$ cat src/rtl/multicycle_core_if.sv
// Memory bus between the multicycle core (master) and its memory (slave).
// A transfer completes on the rising edge where mem_req and mem_ack are both high.
interface multicycle_core_if #(
   parameter int AW = 16
);
   logic          mem_req;
   logic          mem_we;
   logic [AW-1:0] mem_addr;
   logic [31:0]   mem_wdata;
   logic [31:0]   mem_rdata;
   logic          mem_ack;

   modport master (
      output mem_req, mem_we, mem_addr, mem_wdata,
      input  mem_rdata, mem_ack
   );

   modport slave (
      input  mem_req, mem_we, mem_addr, mem_wdata,
      output mem_rdata, mem_ack
   );
endinterface

$ cat src/rtl/multicycle_core.sv
// Multicycle 32-bit core: FETCH/DECODE/EXEC/MEM/WB over a single shared memory bus.
// Address faults, illegal opcodes and bus timeouts park the core in HALT with err set.
module multicycle_core #(
   parameter int              AW       = 16,
   parameter logic [AW-1:0]   RESET_PC = '0,
   parameter int              LINK_REG = 31,
   parameter int              WAIT_MAX = 255
) (
   input  logic               clk,
   input  logic               rst_n,
   multicycle_core_if.master  mem,
   output logic               retire,
   output logic               halted,
   output logic               err,
   output logic [AW-1:0]      dbg_pc
);

   typedef enum logic [2:0] {
      S_FETCH, S_DECODE, S_EXEC, S_MEM, S_WB, S_HALT
   } state_t;

   localparam logic [5:0] OP_R    = 6'h00;
   localparam logic [5:0] OP_BEQ  = 6'h04;
   localparam logic [5:0] OP_ORI  = 6'h0D;
   localparam logic [5:0] OP_BALN = 6'h1B;
   localparam logic [5:0] OP_LW   = 6'h23;
   localparam logic [5:0] OP_SW   = 6'h2B;
   localparam logic [5:0] OP_HALT = 6'h3F;
   localparam logic [5:0] F_ADD   = 6'h20;
   localparam logic [5:0] F_SUB   = 6'h22;
   localparam logic [5:0] F_AND   = 6'h24;
   localparam logic [5:0] F_OR    = 6'h25;
   localparam logic [5:0] F_SLT   = 6'h2A;
   localparam logic [4:0]    LINK   = 5'(LINK_REG);
   localparam logic [31:0]   WMAX   = 32'(WAIT_MAX);
   localparam logic [AW-1:0] PC_INC = AW'(4);

   state_t         state_q, state_d;
   logic [AW-1:0]  pc_q;
   logic [31:0]    ir_q, a_q, b_q, res_q, wcnt_q;
   logic           n_q, z_q, err_q;
   logic [31:0]    rf_q [32];

   logic [5:0]     op, funct;
   logic [4:0]     rs, rt, rd, wb_dst;
   logic [31:0]    simm, zimm, alu_res, rd_rs, rd_rt;
   logic           is_r, is_lw, is_sw, is_ori, is_beq, is_baln, is_halt, legal;
   logic           ea_bad, br_taken, acc, stall_ovf;
   logic [AW-1:0]  br_tgt;
   logic           unused_bits;

   function automatic logic [31:0] alu_r(input logic [5:0] f,
                                         input logic signed [31:0] x,
                                         input logic signed [31:0] y);
      case (f)
         F_ADD:   return x + y;
         F_SUB:   return x - y;
         F_AND:   return x & y;
         F_OR:    return x | y;
         F_SLT:   return (x < y) ? 32'd1 : 32'd0;
         default: return '0;
      endcase
   endfunction

   // Misaligned, or any bit above the bus width set.
   function automatic logic addr_bad(input logic [31:0] ea);
      return (ea[1:0] != 2'b00) || ((ea >> AW) != 32'd0);
   endfunction

   assign op      = ir_q[31:26];
   assign rs      = ir_q[25:21];
   assign rt      = ir_q[20:16];
   assign rd      = ir_q[15:11];
   assign funct   = ir_q[5:0];
   assign simm    = {{16{ir_q[15]}}, ir_q[15:0]};
   assign zimm    = {16'h0000, ir_q[15:0]};
   assign is_r    = (op == OP_R) && (funct inside {F_ADD, F_SUB, F_AND, F_OR, F_SLT});
   assign is_lw   = (op == OP_LW);
   assign is_sw   = (op == OP_SW);
   assign is_ori  = (op == OP_ORI);
   assign is_beq  = (op == OP_BEQ);
   assign is_baln = (op == OP_BALN);
   assign is_halt = (op == OP_HALT);
   assign legal   = is_r || is_lw || is_sw || is_ori || is_beq || is_baln;
   assign wb_dst  = (op == OP_R) ? rd : rt;
   assign rd_rs   = (rs == 5'd0) ? 32'd0 : rf_q[rs];
   assign rd_rt   = (rt == 5'd0) ? 32'd0 : rf_q[rt];

   always_comb begin
      alu_res = a_q + simm;
      if (is_r)        alu_res = alu_r(funct, a_q, b_q);
      else if (is_ori) alu_res = a_q | zimm;
   end

   // pc_q already points at the next sequential instruction during EXEC.
   assign br_tgt    = AW'(32'(pc_q) + (simm << 2));
   assign br_taken  = (is_beq && (a_q == b_q)) || (is_baln && n_q);
   assign ea_bad    = addr_bad(alu_res);
   assign acc       = (state_q == S_FETCH) || (state_q == S_MEM);
   assign stall_ovf = acc && !mem.mem_ack && (wcnt_q == WMAX);
   assign unused_bits = ^{ir_q[10:6], z_q};

   always_ff @(posedge clk or negedge rst_n) begin
      if (!rst_n) state_q <= S_FETCH;
      else        state_q <= state_d;
   end

   always_comb begin
      state_d = state_q;
      case (state_q)
         S_FETCH:  if (mem.mem_ack) state_d = S_DECODE;
                   else if (stall_ovf) state_d = S_HALT;
         S_DECODE: state_d = (is_halt || !legal) ? S_HALT : S_EXEC;
         S_EXEC:   if (is_r || is_ori)     state_d = S_WB;
                   else if (is_lw || is_sw) state_d = ea_bad ? S_HALT : S_MEM;
                   else                     state_d = S_FETCH;
         S_MEM:    if (mem.mem_ack) state_d = is_lw ? S_WB : S_FETCH;
                   else if (stall_ovf) state_d = S_HALT;
         S_WB:     state_d = S_FETCH;
         default:  state_d = S_HALT;
      endcase
   end

   // Outputs are forced to their idle values for as long as reset is held.
   always_comb begin
      mem.mem_req   = 1'b0;
      mem.mem_we    = 1'b0;
      mem.mem_addr  = '0;
      mem.mem_wdata = '0;
      retire        = 1'b0;
      if (rst_n) begin
         case (state_q)
            S_FETCH: begin
               mem.mem_req  = 1'b1;
               mem.mem_addr = pc_q;
            end
            S_DECODE: retire = is_halt;
            S_EXEC:   retire = is_beq || is_baln;
            S_MEM: begin
               mem.mem_req   = 1'b1;
               mem.mem_we    = is_sw;
               mem.mem_addr  = res_q[AW-1:0];
               mem.mem_wdata = is_sw ? b_q : 32'd0;
               retire        = is_sw && mem.mem_ack;
            end
            S_WB:     retire = 1'b1;
            default:  retire = 1'b0;
         endcase
      end
   end

   assign halted = (state_q == S_HALT);
   assign err    = err_q;
   assign dbg_pc = pc_q;

   always_ff @(posedge clk or negedge rst_n) begin
      if (!rst_n) begin
         pc_q   <= RESET_PC;
         ir_q   <= '0;
         a_q    <= '0;
         b_q    <= '0;
         res_q  <= '0;
         wcnt_q <= '0;
         n_q    <= 1'b0;
         z_q    <= 1'b0;
         err_q  <= 1'b0;
         for (int i = 0; i < 32; i++) rf_q[i] <= '0;
      end else begin
         wcnt_q <= (acc && !mem.mem_ack) ? wcnt_q + 32'd1 : 32'd0;
         case (state_q)
            S_FETCH: begin
               if (mem.mem_ack) begin
                  ir_q <= mem.mem_rdata;
                  pc_q <= pc_q + PC_INC;
               end else if (stall_ovf) begin
                  err_q <= 1'b1;
               end
            end
            S_DECODE: begin
               a_q <= rd_rs;
               b_q <= rd_rt;
               if (!is_halt && !legal) err_q <= 1'b1;
            end
            S_EXEC: begin
               res_q <= alu_res;
               if (is_r || is_ori) begin
                  n_q <= alu_res[31];
                  z_q <= (alu_res == 32'd0);
               end
               if (br_taken) pc_q <= br_tgt;
               if (is_baln && n_q && (LINK != 5'd0)) rf_q[LINK] <= 32'(pc_q);
               if ((is_lw || is_sw) && ea_bad) err_q <= 1'b1;
            end
            S_MEM: begin
               if (mem.mem_ack) begin
                  if (is_lw) res_q <= mem.mem_rdata;
               end else if (stall_ovf) begin
                  err_q <= 1'b1;
               end
            end
            S_WB: if (wb_dst != 5'd0) rf_q[wb_dst] <= res_q;
            default: ;
         endcase
      end
   end

endmodule

$ cat src/flat_wrapper.sv
// flat-port wrapper written by rule: the top's interface ports become plain ports
module multicycle_core_flat 
#(
   parameter int              AW       = 16,
   parameter logic [AW-1:0]   RESET_PC = '0,
   parameter int              LINK_REG = 31,
   parameter int              WAIT_MAX = 255
)
  (clk, rst_n, retire, halted, err, dbg_pc, mem_mem_req, mem_mem_we, mem_mem_addr, mem_mem_wdata, mem_mem_rdata, mem_mem_ack);
  multicycle_core_if #(.AW(AW)) mem_i ();
  input  logic clk;
  input  logic rst_n;
  output logic retire;
  output logic halted;
  output logic err;
  output logic [AW-1:0] dbg_pc;
  output wire logic [$bits(mem_i.mem_req)-1:0] mem_mem_req;
  output wire logic [$bits(mem_i.mem_we)-1:0] mem_mem_we;
  output wire logic [$bits(mem_i.mem_addr)-1:0] mem_mem_addr;
  output wire logic [$bits(mem_i.mem_wdata)-1:0] mem_mem_wdata;
  input wire logic [$bits(mem_i.mem_rdata)-1:0] mem_mem_rdata;
  input wire logic [$bits(mem_i.mem_ack)-1:0] mem_mem_ack;
  assign mem_mem_req = mem_i.mem_req;
  assign mem_mem_we = mem_i.mem_we;
  assign mem_mem_addr = mem_i.mem_addr;
  assign mem_mem_wdata = mem_i.mem_wdata;
  assign mem_i.mem_rdata = mem_mem_rdata;
  assign mem_i.mem_ack = mem_mem_ack;
  multicycle_core #(.AW(AW), .RESET_PC(RESET_PC), .LINK_REG(LINK_REG), .WAIT_MAX(WAIT_MAX)) u_core (.clk(clk), .rst_n(rst_n), .mem(mem_i), .retire(retire), .halted(halted), .err(err), .dbg_pc(dbg_pc));
endmodule
$ cat config.mk
export PLATFORM = sky130hd
export DESIGN_NAME = multicycle_core_flat
export DESIGN_NICKNAME = d
export VERILOG_FILES = /design/src/rtl/multicycle_core_if.sv /design/src/rtl/multicycle_core.sv /design/src/flat_wrapper.sv
export SDC_FILE = /design/constraint.sdc
export NUM_CORES = 2
export LEC_CHECK = 0
export ABC_AREA = 1
export CORE_ASPECT_RATIO = 0.75
export CORE_MARGIN = 2
export CORE_UTILIZATION = 25
export DETAILED_ROUTE_END_ITERATION = 10
export MAX_ROUTING_LAYER = met4
export REMOVE_ABC_BUFFERS = 1
export SLEW_MARGIN = 30
export SYNTH_ARGS = -nofsm -noshare
export SYNTH_HDL_FRONTEND = slang
export SYNTH_SLANG_ARGS = --single-unit
$ cat constraint.sdc
create_clock -name clk -period 4 [get_ports clk]
set_clock_uncertainty 0.2 [all_clocks]
set_input_delay 1 -clock clk [delete_from_list [all_inputs] [get_ports clk]]
set_output_delay 1 -clock clk [all_outputs]
set_load 0.005 [all_outputs]
==> reports/qor.yml <==
place.port_buffers: 101
grt_antenna_before_repair: 22
hpwlAfterDp_mm: 223.8
min_period_ns: 4.015
grt_start_max_net_pins: 158
arrival_ns: 2.82
reg2regPathDepth: 17
cp-start-kind: "flop"
post-synth-top-count-cell: "nand2_1"
die_height_um: 467.1
synth_top_area_cell: "dfrtp_1"
synthTopCellsByArea: "dfrtp_1 42%, o21ai_0 15%, nand2_1 12%, nor2_1 4.6%, a21oi_1 4.1%"
die_width_um: 621.5
cts_buffers: 119
rsz0062_at_grt: "true"
yosysTopAreaCellShare_pct: 42.10
synth.avg_cell_area_um2: 7.174
slew_headroom_pct: 30.05
overflow: 0
post_drt_wl_per_cell_um: 24.28
drt-total-wl_mm: 332.7
layout-drive-gt1-share_pct: 7.868
synth-edff-count: 0
grt_usage_pct: 22.73
layout_setup_ws_ns: -0.01520
clock_sinks: 1203
ys_top_cells_by_count: "2229 x nand2_1, 2160 x o21ai_0, 1203 x dfrtp_1, 873 x nor2_1, 711 x inv_1"
gp_congestion: 1.012
yosys_warnings: 0
powerDensity_nw_per_um2: 334.7
place_ws_ns: -0.04025
post_dp_cell_area_um2: 78500
r2r_slack_ns: 0.16
max_freq_mhz: 249.1
synth.cell_area_um2: 71500
holdWs_ns: 0.05693
hold_viol: 0
crit_type: "reg -> out"
vias_per_cell: 5.361
p_leak_nw: 35.16
drt_first_iter_violations: 11734
switchingPower_w: 0.007845
status: "complete, but fails checks"
switching_share_pct: 28.18
cts_hold_buf: 0
clkLatencyLatePin_ns: 0.79
seq_area_frac_synth_pct: 42.10
grt_pass1_vias: 65882
intPower_w: 0.01999
htreeDepth: 3
cp-end-kind: "output pin"
drc_errors: 0
synth_cells: 9967
violations: "negative setup slack"
num_rows: 170
clk_pin_slew_ns: 0.07
ir_drop_mv: 0.4059
synth_ff_type: "dfrtp_1"
fin_area_um2: 83170
synth_cell_types: 59
final_nets: 9997
dieArea_um2: 290300
finalPower_w: 0.02784
vias: 73461
grt_pass1_wl_mm: 478.8
setup_violations: 1
cts_root_buf: "clkbuf_16"
final_cell_count_no_fill: 13702
clock_path_buffers: 3
layout_worst_path_cycle_share_pct: 100.4
postRouteAntennaNets: 0
crit_required_ns: 2.80
combPwrFrac_pct: 11.1
cp_max_fo: 5
initial_utilization_pct: 25.07
power.share.clock_pct: 44.8
cap_violations: 0
core_um2: 285200
p_seq_share_pct: 44.1
synth-seq-cells: 1203
cts_tree: "done"
drtPass1Iterations: 6
slew_viol_final: 0
dpl.cell_count: 13445
async_flop_share_pct: 100.0
ioPinCount: 104
hold_class: "in -> async"
syn_to_final_growth_pct: 16.32
worst-slew-pin-transition_ns: 1.049
[power by group through the flow]
stage	Combinational (W)	Clock [W]	Sequential, W
2_1_floorplan	0.00145	0	0.0126
3_3_place_gp	0.00299	0	0.0125
3_5_place_dp	0.00299	0	0.0125
4_1_cts	0.00300	0.0126	0.0123
5_1_grt	0.00330	0.0131	0.0123
6_report	0.00310	0.0125	0.0123
[worst max-delay path, stage by stage (launching register included)]
cell             delay, ns
dfrtp_1               0.43
nor2_2                0.15
inv_1                 0.09
nor2_4                0.11
buf_12                0.14
nand2_4               0.10
a21oi_4               0.32
buf_6                 0.18
clkdlybuf4s50_1       0.50
[cells in the final DEF (no fill, tap or decap), types with 55 or more instances in the layout]
cell type           n
nand2_1          2214
o21ai_0          2160
dfrtp_1          1192
nor2_1            857
inv_1             687
a21oi_1           582
buf_4             343
nand3_1           313
o22ai_1           232
ha_1              155
clkbuf_16         121
clkdlybuf4s50_1    90
buf_12             81
nand4_1            73
a221oi_1           72
o21ai_1            66
o221ai_1           57
o211ai_1           55
[area by class of cell]
class                      instances  area, um^2
fill                           30743      202100
clock inverter                    49       720.7
tap                             3784        4735
sequential                      1203       30140
antenna                           17       42.54
timing repair buffer             532        5384
clock buffer                     173        3492
multi-input combinational       7219       35890
inverter                         725        2764
[flip-flops by register name, indices dropped and copies added, names as in the netlist]
name,flops
u_core.err,1
u_core.b_q,32
u_core.ir_q,32
u_core.a_q,32
u_core.dbg_pc,14
u_core.rf_q,1024
u_core.wcnt_q,32
u_core.n_q,1
u_core.res_q,32
u_core.state_q,3
[kinds of logic after synthesis]
family	after synthesis	synth area share, %
AOI/OAI and AO/OA	3406	26.03
xor gates and xnor gates	26	0.3185
adders and majority gates	162	2.877
buffers and inverters	1546	8.289
DFF	1203	42.10
muxes	1	0.01400
other	1	0.005245
and+or+nand+nor	3622	20.36
[through the flow]
stage	utilization, %	setup TNS, ns
after floorplan	-	-
after global placement	27.51	-0.05895
after detailed placement	27.52	-0.04025
after CTS	29.07	-0.06706
after global routing	29.16	-0.02486
final	29.16	-0.01520
[layer usage]
layer  part of all wire, %  vias to the layer above  global-route usage [%]
li1                      -                    33268                       -
met1                    44                    35071                   31.99
met2                    40                     4484                   30.99
met3                    11                      638                   5.109
met4                   4.8                        0                   9.426
met5                     0                        -                       -
[final timing paths]
kind,from,to
max,u_core.state_q[1]$_DFF_PN0_,mem_mem_addr[8]
min,rst_n,u_core.dbg_pc[7]$_DFFE_PN0P_
max reg2reg,u_core.ir_q[12]$_DFFE_PN0P_,u_core.state_q[1]$_DFF_PN0_
min reg2reg,u_core.rf_q[1000]$_DFFE_PN0P_,u_core.rf_q[1000]$_DFFE_PN0P_
max in group asynchronous,rst_n,u_core.rf_q[741]$_DFFE_PN0P_
min in group clk,u_core.rf_q[1000]$_DFFE_PN0P_,u_core.rf_q[1000]$_DFFE_PN0P_
[what timing repair did]
item,4_1_cts,5_1_grt
gates cloned,2,1
gates resized for setup,23,33
endpoints found under the setup margin,44,47
buffers inserted,8,7
pin swaps,4,8
Note: power is estimated with default switching activity, not from simulation.
